===== src/rtl/ide_dma_handshake.sv =====
// ----------------------------------------------------------------------------
// ide_dma_handshake
//
// Device-side multiword DMA handshake sequencer for the IDE interface. Paces
// one DMA transfer of a programmed word count: raises DMARQ, waits for the
// host to grant DMACK, counts DIOR/DIOW strobes, tells the datapath FIFO when
// each word moves, and drops DMARQ ahead of the last word or when the FIFO
// cannot keep up. Pin outputs feed negedge-registered tristate primitives.
//
// Ports
//   clk, rst           rising-edge clock, asynchronous active-high reset
//   start              one-cycle pulse: latch count/dir, begin transfer
//   dir                1 = device-to-host (DIOR), 0 = host-to-device (DIOW)
//   count              words to transfer (0 legal)
//   abort              terminate the current transfer early
//   word_ready         datapath can source/sink the next word
//   dmack_n            host DMACK, active low, synchronized
//   dior_n, diow_n     host strobes, active low, synchronized
//   dmarq_out          value for the DMARQ pin
//   dmarq_oe           DMARQ pin output enable (= busy)
//   data_oe            DD bus drive enable, device-to-host only
//   xfer               one-cycle pulse per completed word strobe
//   busy               transfer in progress
//   done               one-cycle pulse at transfer end
//   aborted            sticky: last transfer ended by abort
//   remaining          words not yet strobed
// ----------------------------------------------------------------------------
module ide_dma_handshake #(
    parameter int COUNT_WIDTH = 16
) (
    input  logic                   clk,
    input  logic                   rst,
    input  logic                   start,
    input  logic                   dir,
    input  logic [COUNT_WIDTH-1:0] count,
    input  logic                   abort,
    input  logic                   word_ready,
    input  logic                   dmack_n,
    input  logic                   dior_n,
    input  logic                   diow_n,
    output logic                   dmarq_out,
    output logic                   dmarq_oe,
    output logic                   data_oe,
    output logic                   xfer,
    output logic                   busy,
    output logic                   done,
    output logic                   aborted,
    output logic [COUNT_WIDTH-1:0] remaining
);

    typedef enum logic [2:0] {
        S_IDLE,
        S_WAIT,
        S_REQ,
        S_XFER,
        S_DRAIN,
        S_FINISH
    } state_t;

    state_t                 r_state;
    logic                   r_dir;
    logic                   r_busy;
    logic                   r_dmarq;
    logic                   r_data_oe;
    logic                   r_xfer;
    logic                   r_done;
    logic                   r_aborted;
    logic [COUNT_WIDTH-1:0] r_remaining;

    // Strobe/DMACK event stage: edges are detected on the raw synchronized
    // pins and registered, so the FSM always acts one clock after the edge
    // that sampled the pin event. Strobe and DMACK-release seen together
    // therefore reach the FSM together.
    logic                   r_stb_q;
    logic                   r_rise;
    logic                   r_fall;
    logic                   r_dmack_q;

    logic                   w_stb_n;
    logic                   w_count_word;
    logic [COUNT_WIDTH-1:0] w_rem_next;

    assign w_stb_n      = r_dir ? dior_n : diow_n;

    // A strobe only counts while words are outstanding; extra host strobes
    // at zero are swallowed so the counter never wraps.
    assign w_count_word = r_rise && (r_remaining != '0);
    assign w_rem_next   = w_count_word ? (r_remaining - COUNT_WIDTH'(1)) : r_remaining;

    always_ff @(posedge clk or posedge rst) begin
        if (rst) begin
            r_state     <= S_IDLE;
            r_dir       <= 1'b0;
            r_busy      <= 1'b0;
            r_dmarq     <= 1'b0;
            r_data_oe   <= 1'b0;
            r_xfer      <= 1'b0;
            r_done      <= 1'b0;
            r_aborted   <= 1'b0;
            r_remaining <= '0;
            // Strobe and DMACK idle high, so reset them high to avoid a
            // phantom edge on the first clock after reset.
            r_stb_q     <= 1'b1;
            r_rise      <= 1'b0;
            r_fall      <= 1'b0;
            r_dmack_q   <= 1'b1;
        end else begin
            // NOTE: every state register here uses <= so all updates see the
            // pre-edge values; a blocking assignment would let later
            // statements read half-updated state and break the pipelining.
            r_stb_q   <= w_stb_n;
            r_rise    <= w_stb_n & ~r_stb_q & ~dmack_n;
            r_fall    <= ~w_stb_n & r_stb_q & ~dmack_n;
            r_dmack_q <= dmack_n;
            r_data_oe <= r_dir & r_busy & ~dmack_n & ~dior_n;

            r_xfer    <= 1'b0;
            r_done    <= 1'b0;

            case (r_state)
                S_IDLE: begin
                    // start has priority over abort; abort is ignored here.
                    if (start) begin
                        r_dir       <= dir;
                        r_remaining <= count;
                        r_aborted   <= 1'b0;
                        r_busy      <= 1'b1;
                        if (count == '0) begin
                            r_state <= S_FINISH;
                        end else if (word_ready) begin
                            r_state <= S_REQ;
                            r_dmarq <= 1'b1;
                        end else begin
                            r_state <= S_WAIT;
                        end
                    end
                end

                S_WAIT: begin
                    if (abort) begin
                        r_aborted <= 1'b1;
                        r_state   <= S_FINISH;
                    end else if (word_ready) begin
                        r_dmarq <= 1'b1;
                        r_state <= S_REQ;
                    end
                end

                S_REQ: begin
                    if (abort) begin
                        r_aborted <= 1'b1;
                        r_dmarq   <= 1'b0;
                        // Host already holding DMACK must be allowed to
                        // finish its burst before the transfer closes.
                        r_state   <= r_dmack_q ? S_FINISH : S_DRAIN;
                    end else if (!r_dmack_q) begin
                        r_state <= S_XFER;
                    end
                end

                S_XFER: begin
                    if (w_count_word) begin
                        r_xfer      <= 1'b1;
                        r_remaining <= w_rem_next;
                    end
                    // DMARQ low inside XFER is the stop flag: dropping it
                    // during the falling strobe tells the host this is the
                    // last word of the burst.
                    if (r_fall && ((r_remaining == COUNT_WIDTH'(1)) || !word_ready)) begin
                        r_dmarq <= 1'b0;
                    end
                    if (abort) begin
                        r_aborted <= 1'b1;
                        r_dmarq   <= 1'b0;
                        r_state   <= S_DRAIN;
                    end else if (r_dmack_q) begin
                        // Exit decision uses the post-count value so a word
                        // strobed on the release cycle is not lost.
                        if (w_rem_next == '0) begin
                            r_dmarq <= 1'b0;
                            r_state <= S_FINISH;
                        end else if (word_ready) begin
                            r_dmarq <= 1'b1;
                            r_state <= S_REQ;
                        end else begin
                            r_dmarq <= 1'b0;
                            r_state <= S_WAIT;
                        end
                    end
                end

                S_DRAIN: begin
                    if (w_count_word) begin
                        r_xfer      <= 1'b1;
                        r_remaining <= w_rem_next;
                    end
                    if (r_dmack_q) begin
                        r_state <= S_FINISH;
                    end
                end

                S_FINISH: begin
                    r_done  <= 1'b1;
                    r_busy  <= 1'b0;
                    r_dmarq <= 1'b0;
                    r_state <= S_IDLE;
                end

                default: begin
                    r_state <= S_IDLE;
                end
            endcase
        end
    end

    assign dmarq_out = r_dmarq;
    assign dmarq_oe  = r_busy;
    assign data_oe   = r_data_oe;
    assign xfer      = r_xfer;
    assign busy      = r_busy;
    assign done      = r_done;
    assign aborted   = r_aborted;
    assign remaining = r_remaining;

endmodule

===== config.mk =====
export PLATFORM = sky130hd
export DESIGN_NAME = ide_dma_handshake
export DESIGN_NICKNAME = d
export VERILOG_FILES = /design/src/rtl/ide_dma_handshake.sv
export SDC_FILE = /design/constraint.sdc
export NUM_CORES = 1
export LEC_CHECK = 0
export CORE_MARGIN = 2
export CORE_UTILIZATION = 55
export DETAILED_ROUTE_END_ITERATION = 8
export PLACE_DENSITY_LB_ADDON = 0.25
export SYNTH_ARGS = -nofsm -noshare
export SYNTH_HDL_FRONTEND = slang
export SYNTH_SLANG_ARGS = --single-unit

===== constraint.sdc =====
create_clock -name clk -period 6.9 [get_ports clk]
set_input_delay 1.38 -clock clk [delete_from_list [all_inputs] [get_ports clk]]
set_output_delay 1.38 -clock clk [all_outputs]
set_load 0.02 [all_outputs]

### Word level (Yosys, flattened, before mapping)

Cells that the tools add are included.

* multiplexer cells: 37
* div/mod/pow operators: 0
* bitwise operators: 11
* $lt $le $gt $ge: 0
* shift operators: 0
* add/subtract/negate cells: 1
* multipliers: 0
* equality and inequality tests: 17
* reduce and logical (&&, ||, !) cells: 20

Operators by type and width (count)
* $mux 16: 3
* $logic_not 16->1: 2
* $pmux 16 s2: 1
* $mux 3: 10
* $mux 1: 18
* $eq 16x1->1 const B: 1
* $reduce_bool 16->1: 1
* $sub 16x1->16 const B: 1
* $pmux 3 s5: 1
* $ne 2x2->1 const B: 5
* $ne 3x3->1 const B: 3
* $and 1x1->1: 7
* $eq 3x2->1 const B: 2
* $eq 3x3->1 const B: 2
* $reduce_and 3->1: 2
* $reduce_and 6->1: 1
* $reduce_bool 2->1: 3
* $pmux 1 s5: 1
* $reduce_and 5->1: 1
* $reduce_bool 5->1: 1
* $ne 2x1->1 const B: 2
* $ne 4x4->1 const B: 1
* $not 1->1: 4
* $pmux 1 s2: 2
* 9 further kinds: 11

* ROM bits: 0
* bits of input ports: 25
* output and inout port bits: 23
* memory bits (writable): 0
* word-level logic and storage cells: 99
* register bits after elaboration: 30
* memories: 0
* latch bits: 0

### Logic depth before layout (Yosys ltp)

Gate-level depths: netlist of run 1.

* depth in word-level cells: 8
* gate-level depth with buffers: 9
* gate-level depth less buffers: 8

### Worst setup path after synthesis of run 1

OpenSTA, ideal clock, no wires.

* kind: register -> register
* start point: register r_remaining[0], in the netlist remaining[0]
* end point: register r_state[0]
* clock period less this slack: 2.640 ns
* library setup time: 0.067 ns
* stages on the path, launching flop included: 9
* setup slack: 4.260 ns
* buffers on the path: 0
* data arrival time: 2.573 ns
* required time: 6.833 ns
* path through: dfrtp_1 inv_1 ha_1 nor3b_2 a41o_1 or3_1 a2111oi_2 nor4b_2 a311o_1

* word-level cells in the longest chain between the ends: 8
* elaborated cells between the ends (all ways): 9
* those cells by class: add/sub (1); mux (5); reduce/logical (3)

RTL lines
* from (decl): line 68 `logic [COUNT_WIDTH-1:0] r_remaining;`
* from (signal assigned): line 125 `r_remaining <= count;`
* from (signal assigned): line 164 `r_remaining <= w_rem_next;`
* from (signal assigned): line 195 `r_remaining <= w_rem_next;`
* parallel branches: the longest is 2 deep, another holds $sub 16x1->16
* $mux 16 (*): line 88 `assign w_rem_next = w_count_word ? (r_remaining - COUNT_WIDTH'(1)) : r_remaining;`
* $logic_not 16->1 (*): line 179 `if (w_rem_next == '0) begin`
* $mux 3 (*): line 179
* $mux 3 (*): line 176 `end else if (r_dmack_q) begin`
* $mux 3 (*): line 172 `if (abort) begin`
* $pmux 3 s5 (*): line 120 `case (r_state)`
* to (signal assigned): line 155 `r_state <= r_dmack_q ? S_FINISH : S_DRAIN;`
* to (decl): line 60 `state_t r_state;`

Mark *: on every way between the ends. The select of a mux whose other input is x is not followed.
A chain may end at the register's enable or synchronous reset.

### Worst setup path in the final report of run 1

* start point: input port start
* end point: register r_remaining[12], in the netlist remaining[12]

* word-level cells in the longest chain between the ends: 2

RTL lines
* from (decl): line 33 `input logic start,`
* $ne 2x2->1 (no line)
* $reduce_and 3->1 (no line)

Every way passes these cells.

==> key figures, run 1 <==
Clock tree
  • H-Tree Depth: 2
  • Clock sink total: 30
  • Post-CTS Hold Fix Bufs: 0
  • Worst skew pair latency: 0.29 ns
  • Max Root-Sink Buffers: 2
  • Root Buffer: clkbuf_8
  • Post-CTS setup buffers: 0
  • Clock slew seen by the registers of the worst setup and hold paths: ~0.07 ns
  • Post_cts resized: 0
  • Total CTS buffers: 5
  • CTS tree: built

Cells and area
  • Most frequent cells in the layout: 47 x clkdlybuf4s50_1, 28 x dfrtp_1, 26 x nor2_1, 24 x a21oi_1
  • Nets@finish: 325
  • Share of cells above drive strength 1: 12.4%
  • Area grow syn2layout: 23.8%
  • ANT cells: 0
  • Filler cell count: about 330
  • Leading cell type in the layout, fill and taps excluded: clkdlybuf4s50_1

Route
  • Via count: between 2000 and 2500
  • # DRC: 0
  • Post-route ant nets: 0
  • WL/cell: about 17 um
  • Pre-antenna DRT Iters: 4
  • Iter 0 DRT Violations: 141
  • DRT Wirelength: between 5000 and 6000 um
  • Vias/cell: approximately 6.3

Job
  • Max cap viols: 0

Run status
  • Outcome: completed

Setup path
  • Crit start category: input pin
  • Crit path buf inv count: 1
  • Worst path most repeated cell: o22a_1
  • Slowest stage delay, CP: ~0.80 ns
  • Delay-heaviest family, CP: compound AO/OA/AOI/OAI gates
  • Worst path depth: 5
  • Worst r2r path cells: 8
  • CP max FO: 32
  • Crit path DAT: 3.41 ns
  • Slowest stage cell, crit path: o22a_1
  • Crit end category: flop
  • Worst Path Class, Setup: input pin to flop
  • Cell Chain, Critical Path: clkdlybuf4s50_1, o2bb2a_1, o22a_1, o21ba_2, o22a_1
  • Worst Path Required: just over 7 ns

Synth
  • Predominant post-synthesis flop cell: dfrtp_1
  • Synth area leaders: dfrtp_1 31%, a21oi_1 5.4%, nor2_1 4.4%
  • Post-synth top area share: 31.3%
  • Post-synthesis cell area: 2240 sq um
  • Synth Register Bits: 30
  • Number of synthesized flops with an enable pin: 0
  • Avg Inst Size Synth: 8.64 sq um
  • Synth unique cells: 66
  • Cells after Synth: around 260
  • Syn_nets: approximately 290
  • Synthesis Warnings: 0
  • Yosys top cell by area: dfrtp_1
  • Sequential element share of the synthesized area: 33.7%
  • FFs w/ async S/R, synth: between 90% and 100%

GRT
  • Initial antenna violation count: 0
  • Grt total ovfl: 0
  • Vias in the first global route: between 2000 and 2500
  • First-pass GRT wire length: approximately 9700 um
  • Total GRT Usage: ~28%
  • Pin count of the biggest net entering global routing: 33

Die
  • Starting Density: 56.4%
  • Row cnt: 23
  • Die width: 67.8 um
  • I/O pins: 48
  • Chip height: ~68 um
  • DIE AREA: ~4600 sq um
  • CORE AREA: 3970 sq um

Pwr
  • Total power: between 1 and 1.5 mW
  • Leakage: ~1.0 nW
  • Cell Pwr Density: 436 nW/um^2
  • Peak supply drop: roughly 0.00024 V

Timing
  • Min cycle time layout: 3.22 ns
  • Fin Clk Skew: about 0.0086 ns
  • Slew HR: about a third
  • Final setup fails: 0
  • Highest Clock Rate: between 300 and 400 MHz
  • Final Hold Fails: 0
  • Slew @ Worst Pin: 1.00 ns
  • RSZ-0062 raised after global routing: no
  • Setup TNS: 0 ns
  • Slew Viols, Final: 0
  • Post-route setup slack: ~3.7 ns
  • Final period utilization: a little under half

Hold path
  • Hold Path Class: flop to flop
  • Hold Path Cell Cnt: 2

Placed design
  • Final Wtd Congestion: between 0.8 and 0.9
  • Post-DP HPWL: roughly 4200 um
  • Placement Setup Slack: roughly 3.4 ns
  • IO Port Bufs: 47
where the power goes:
part,internal (mW),switching (mW)
combinational,0.293,0.339
sequential,0.250,0.147
clock,0.106,0.0723
total,0.649,0.558
Yosys cell counts, types with 2 or more instances:
| master | number |
|---|---|
| nor4_2 | 5 |
| or3_1 | 5 |
| and3_2 | 2 |
| o2bb2ai_1 | 3 |
| nor2b_1 | 5 |
| buf_6 | 2 |
| nand3_1 | 4 |
| nand4_1 | 5 |
| a31oi_1 | 4 |
| dfrtp_1 | 28 |
| a22oi_1 | 2 |
| o21ai_0 | 18 |
| inv_1 | 10 |
| clkbuf_8 | 2 |
| and3_1 | 2 |
| ha_1 | 2 |
| nor3_1 | 10 |
| mux2_2 | 2 |
| nor3b_1 | 5 |
| a21oi_1 | 24 |
| o22ai_1 | 5 |
| o21a_1 | 3 |
| xor2_1 | 2 |
| nor2_1 | 26 |
| dfstp_2 | 2 |
| nand2_1 | 17 |
| or4_4 | 2 |
| nor4_1 | 8 |
| clkbuf_1 | 10 |
| o22a_1 | 7 |
| o211ai_1 | 2 |
flip-flops by register name (all words and copies together), names as in the netlist:
name,count
r_dmack_q,1
dmarq_out,1
busy,1
done,1
r_dir,1
remaining,16
r_state,3
r_fall,1
r_rise,1
r_stb_q,1
xfer,1
aborted,1
data_oe,1
worst paths after layout:
path                                    from  slack, ns             to
worst max-delay path                   start       3.68  remaining[12]
worst min-delay path                 aborted       0.52        aborted
worst max register to register  remaining[0]       3.84  remaining[12]
worst min register to register       aborted       0.52        aborted
max in group asynchronous                rst       5.12        r_stb_q
min in group asynchronous                rst       1.46          r_dir
worst min-delay path: stages (launching register included):
cell and delay (ns):
dfrtp_1 0.37, nand2_1 0.05, o21ai_0 0.06
kinds of logic (layout without fill, tap and decap cells):
logic type | Yosys count | after routing | synth area share, %
fa+ha+maj | 2 | 2 | 1.12
compound gates | 85 | 85 | 25.7
buf+inv | 27 | 67 | 7.27
simple gates | 109 | 109 | 29.7
mux | 3 | 3 | 1.45
flops | 30 | 30 | 33.6
xor+xnor | 3 | 3 | 1.17
through the flow:
step | hold WS, ns | area (sq um) | cells | utilization [%]
2_1_floorplan | 0.505 | 2240 | 259 | -
3_3_place_gp | 0.500 | 2660 | 341 | 67.0
3_5_place_dp | 0.507 | 2660 | 341 | 67.0
4_1_cts | 0.524 | 2770 | 349 | 69.8
5_1_grt | 0.561 | 2770 | 349 | 69.8
6_report | 0.520 | 2770 | 349 | 69.8
layer usage:
layer	track usage (%)	wire length [um]
met4	12.0	110
met1	34.3	2450
met3	6.00	352
met5	0	0
met2	47.1	2920
layout make-up:
type,count,area (sq um),share of cell area (%)
multi-input combinational,202,1320,47.7
timing repair buffer,49,485,17.5
tap,50,62.6,2.26
inverter,10,37.5,1.36
clock buffer,5,68.8,2.48
sequential,30,753,27.2
clock inverter,3,40.0,1.45
(Power assumes the default switching activity.)
==> run 2: changes to the inputs <==
- CORE_UTILIZATION: 55 -> 46
- clock period: 6.9 -> 2.9 ns (I/O delays scaled with it)
==> run 2 against run 1 <==
Clock skew is 0.0036 ns lower; first-iteration DRC count is 21% higher; highest routed layer unchanged; largest cell class unchanged; flip-flop and latch count stayed put; setup slack worse by 3.6 ns; count of clock-buffer cells in the layout is 2 higher; non-clock buffer count is 7 higher; largest power group unchanged; global-route usage is 4.1 points lower; design area is 1.8% higher; worst hold slack hardly changed.
==> key figures, run 2 (synthesized netlist as in run 1, its figures left out) <==
Cells and area
  • Final core occ: 60.1% (-9.7 points)
  • Most frequent cells in the layout: 47 x clkdlybuf4s50_1, 28 x dfrtp_1, 26 x nor2_1, 24 x a21oi_1
  • ANT cells: 0 (unchanged)
  • Area grow syn2layout: 25.9%
  • Share of cells above drive strength 1: 14.1% (+1.7 points)
  • Max reg flops: 16 (unchanged)
  • Design area: 2820 sq um (+1.8%)
  • Leading cell type in the layout, fill and taps excluded: clkdlybuf4s50_1
  • Nets@finish: 332 (+2.2%)
  • Filler cell count: 427 (+28%)

Clock tree
  • Post-CTS setup buffers: 0 (unchanged)
  • Clock slew seen by the registers of the worst setup and hold paths: 0.07 ns (about the same)
  • H-Tree Depth: 2 (unchanged)
  • Worst skew pair latency: 0.28 ns (about the same)
  • Root Buffer: clkbuf_8
  • Clock sink total: 30 (unchanged)
  • Total CTS buffers: 5 (unchanged)
  • Max Root-Sink Buffers: 2 (unchanged)
  • CTS tree: built

Timing
  • Final Hold Fails: 0 (unchanged)
  • Final setup fails: 0 (unchanged)
  • Slew HR: 44.2% (+11 points)
  • Final period utilization: 98.1%
  • Worst hold margin: 0.520 ns (+0.000371 ns)
  • Post-route setup slack: 0.0544 ns (-3.62 ns)
  • Slew Viols, Final: 0 (unchanged)
  • Slew @ Worst Pin: 0.837 ns (-0.164 ns)
  • Highest Clock Rate: approximately 350 MHz
  • Fin Clk Skew: 0.00501 ns (-0.00362 ns)
  • Min cycle time layout: 2.85 ns

Setup path
  • Crit path DAT: 2.99 ns (-0.42 ns)
  • CP max FO: 8 (-75%)
  • Worst r2r path cells: 8 (unchanged)
  • Crit start category: flop
  • Slowest stage cell, crit path: dfrtp_1
  • Worst r2r dst: r_state[1]
  • Crit path buf inv count: 1 (unchanged)
  • Worst path depth: 8 (+3)
  • Reg2Reg Setup Slack: 0.05 ns (-3.79 ns)
  • Slowest stage delay, CP: 0.48 ns (-0.32 ns)
  • Cell Chain, Critical Path: inv_1, ha_1, nor3b_2, a41o_1, or3_1, a2111oi_2, nor4b_4, o22ai_1
  • Worst Path Class, Setup: flop to flop
  • Delay-heaviest family, CP: simple AND/OR/NAND/NOR gates
  • Worst Path Required: 3.04 ns (-4.04 ns)
  • R2r startpoint: remaining[0]
  • Setup crit end: r_state[1]
  • Crit end category: flop
  • Worst Setup SP: remaining[0]

Die
  • Starting Density: 47.7% (-8.7 points)
  • CORE AREA: 4690 sq um (+18%)
  • I/O pins: 48 (unchanged)
  • Row cnt: 25 (+8.7%)
  • DIE AREA: 5440 sq um (+18%)
  • Chip height: 73.8 um (+8.8%)
  • Die width: 73.8 um (+8.8%)

Pwr
  • Flop pwr share: 31.2% (-1.6 points)
  • Power share of the clock group: 12.3% (-2.5 points)
  • Leakage: 1.06 nW (+2.9%)
  • Switching share of total power: 46.7% (+0.52 points)
  • Internal: 1.54 mW (+140%)
  • Peak supply drop: 0.000560 V (+130%)
  • Cell Pwr Density: 1030 nW/um^2 (+140%)
  • Comb pwr share: 56.6% (+4.2 points)
  • Total power: 2.90 mW (+140%)
  • NetSw: 1.35 mW (+140%)

GRT
  • Pin count of the biggest net entering global routing: 24 (-27%)
  • Vias in the first global route: 2016 (-6.4%)
  • First-pass GRT wire length: 9850 um (+1.6%)
  • Total GRT Usage: 23.9% (-4.1 points)
  • Grt total ovfl: 0 (unchanged)
  • Initial antenna violation count: 0 (unchanged)

Route
  • DRT Wirelength: 6190 um (+6.0%)
  • Via count: 2201 (-0.45%)
  • Post-route ant nets: 0 (unchanged)
  • Pre-antenna DRT Iters: 4 (unchanged)
  • WL/cell: 17.2 um (+2.8%)
  • Vias/cell: 6.11 (-3.5%)
  • Iter 0 DRT Violations: 171 (+21%)
  • # DRC: 0 (unchanged)

Job
  • Max cap viols: 0 (unchanged)

Placed design
  • Post-DP HPWL: 4590 um (+10%)
  • Placed Area: 2720 sq um (+2.2%)
  • Final Wtd Congestion: 0.914 (+4.6%)
  • Placement Setup Slack: 0.0456 ns (-3.34 ns)
  • IO Port Bufs: 47 (unchanged)

Hold path
  • Hold Path Class: flop to flop

Run status
  • Outcome: completed
-- run 2: cell types whose count changed in the layout (fill, tap and decap cells not counted), sizes merged --
cell,change
buf,+7
clkbuf,+2
bufinv,-1
clkinv,-1
-- run 2: worst min path at each step --
stage                 start       to  cells after the start
CTS                 aborted  aborted                      2
detailed placement  aborted  aborted                      2
floorplan           r_stb_q   r_fall                      1
global route        r_stb_q   r_fall                      1
global placement    aborted  aborted                      2
finish              aborted  aborted                      2
-- run 2: cell type report --
class	instances	area [sq um]	share of cell area [%]
Timing Repair Buffer	56	538	19.1
Clock inverter	1	5.00	0.178
Inverter	10	37.5	1.33
Sequential cell	30	753	26.7
Multi-Input combinational cell	202	1330	47.2
Tap cell	54	67.6	2.40
Clock buffer	7	86.3	3.06
-- run 2: timing repair --
| item | in CTS | in global routing |
|---|---|---|
| endpoints found under the setup margin | 0 | 4 |
| hold buffers | 0 | 0 |
| resized for setup | 0 | 1 |
| endpoints found under the hold margin | 0 | 0 |
-- run 2: worst register-to-register path, delay by kind of cell (launching register included) --
kind,cells,cell delay (ns)
AND/OR/NAND/NOR,3,1.00
buffers and inverters,1,0.07
AO/OA/AOI/OAI,3,0.91
adder cells (fa/ha/maj),1,0.25
flip-flops,1,0.48
-- run 2: power groups by stage --
stage	clock network [mW]	registers [mW]	logic (mW)
3_3_place_gp	0	0.897	1.61
6_report	0.355	0.903	1.64
2_1_floorplan	0	0.945	1.03
3_5_place_dp	0	0.906	1.62
5_1_grt	0.379	0.934	1.78
4_1_cts	0.362	0.898	1.63
-- run 2: routing by layer --
metal  vias up  global-route usage (%)  share of wire, %
li1       1071                       -                 -
met1      1051                    29.9                44
met2        69                    40.2                49
met3        10                    5.35               4.5
met4         0                    8.28               2.1
met5         -                       0                 0
-- run 2: stage by stage --
step,setup TNS [ns],instances
floorplan,0,259
global placement,0,352
detailed placement,0,352
CTS,0,360
global route,-0.230,360
finish,0,360
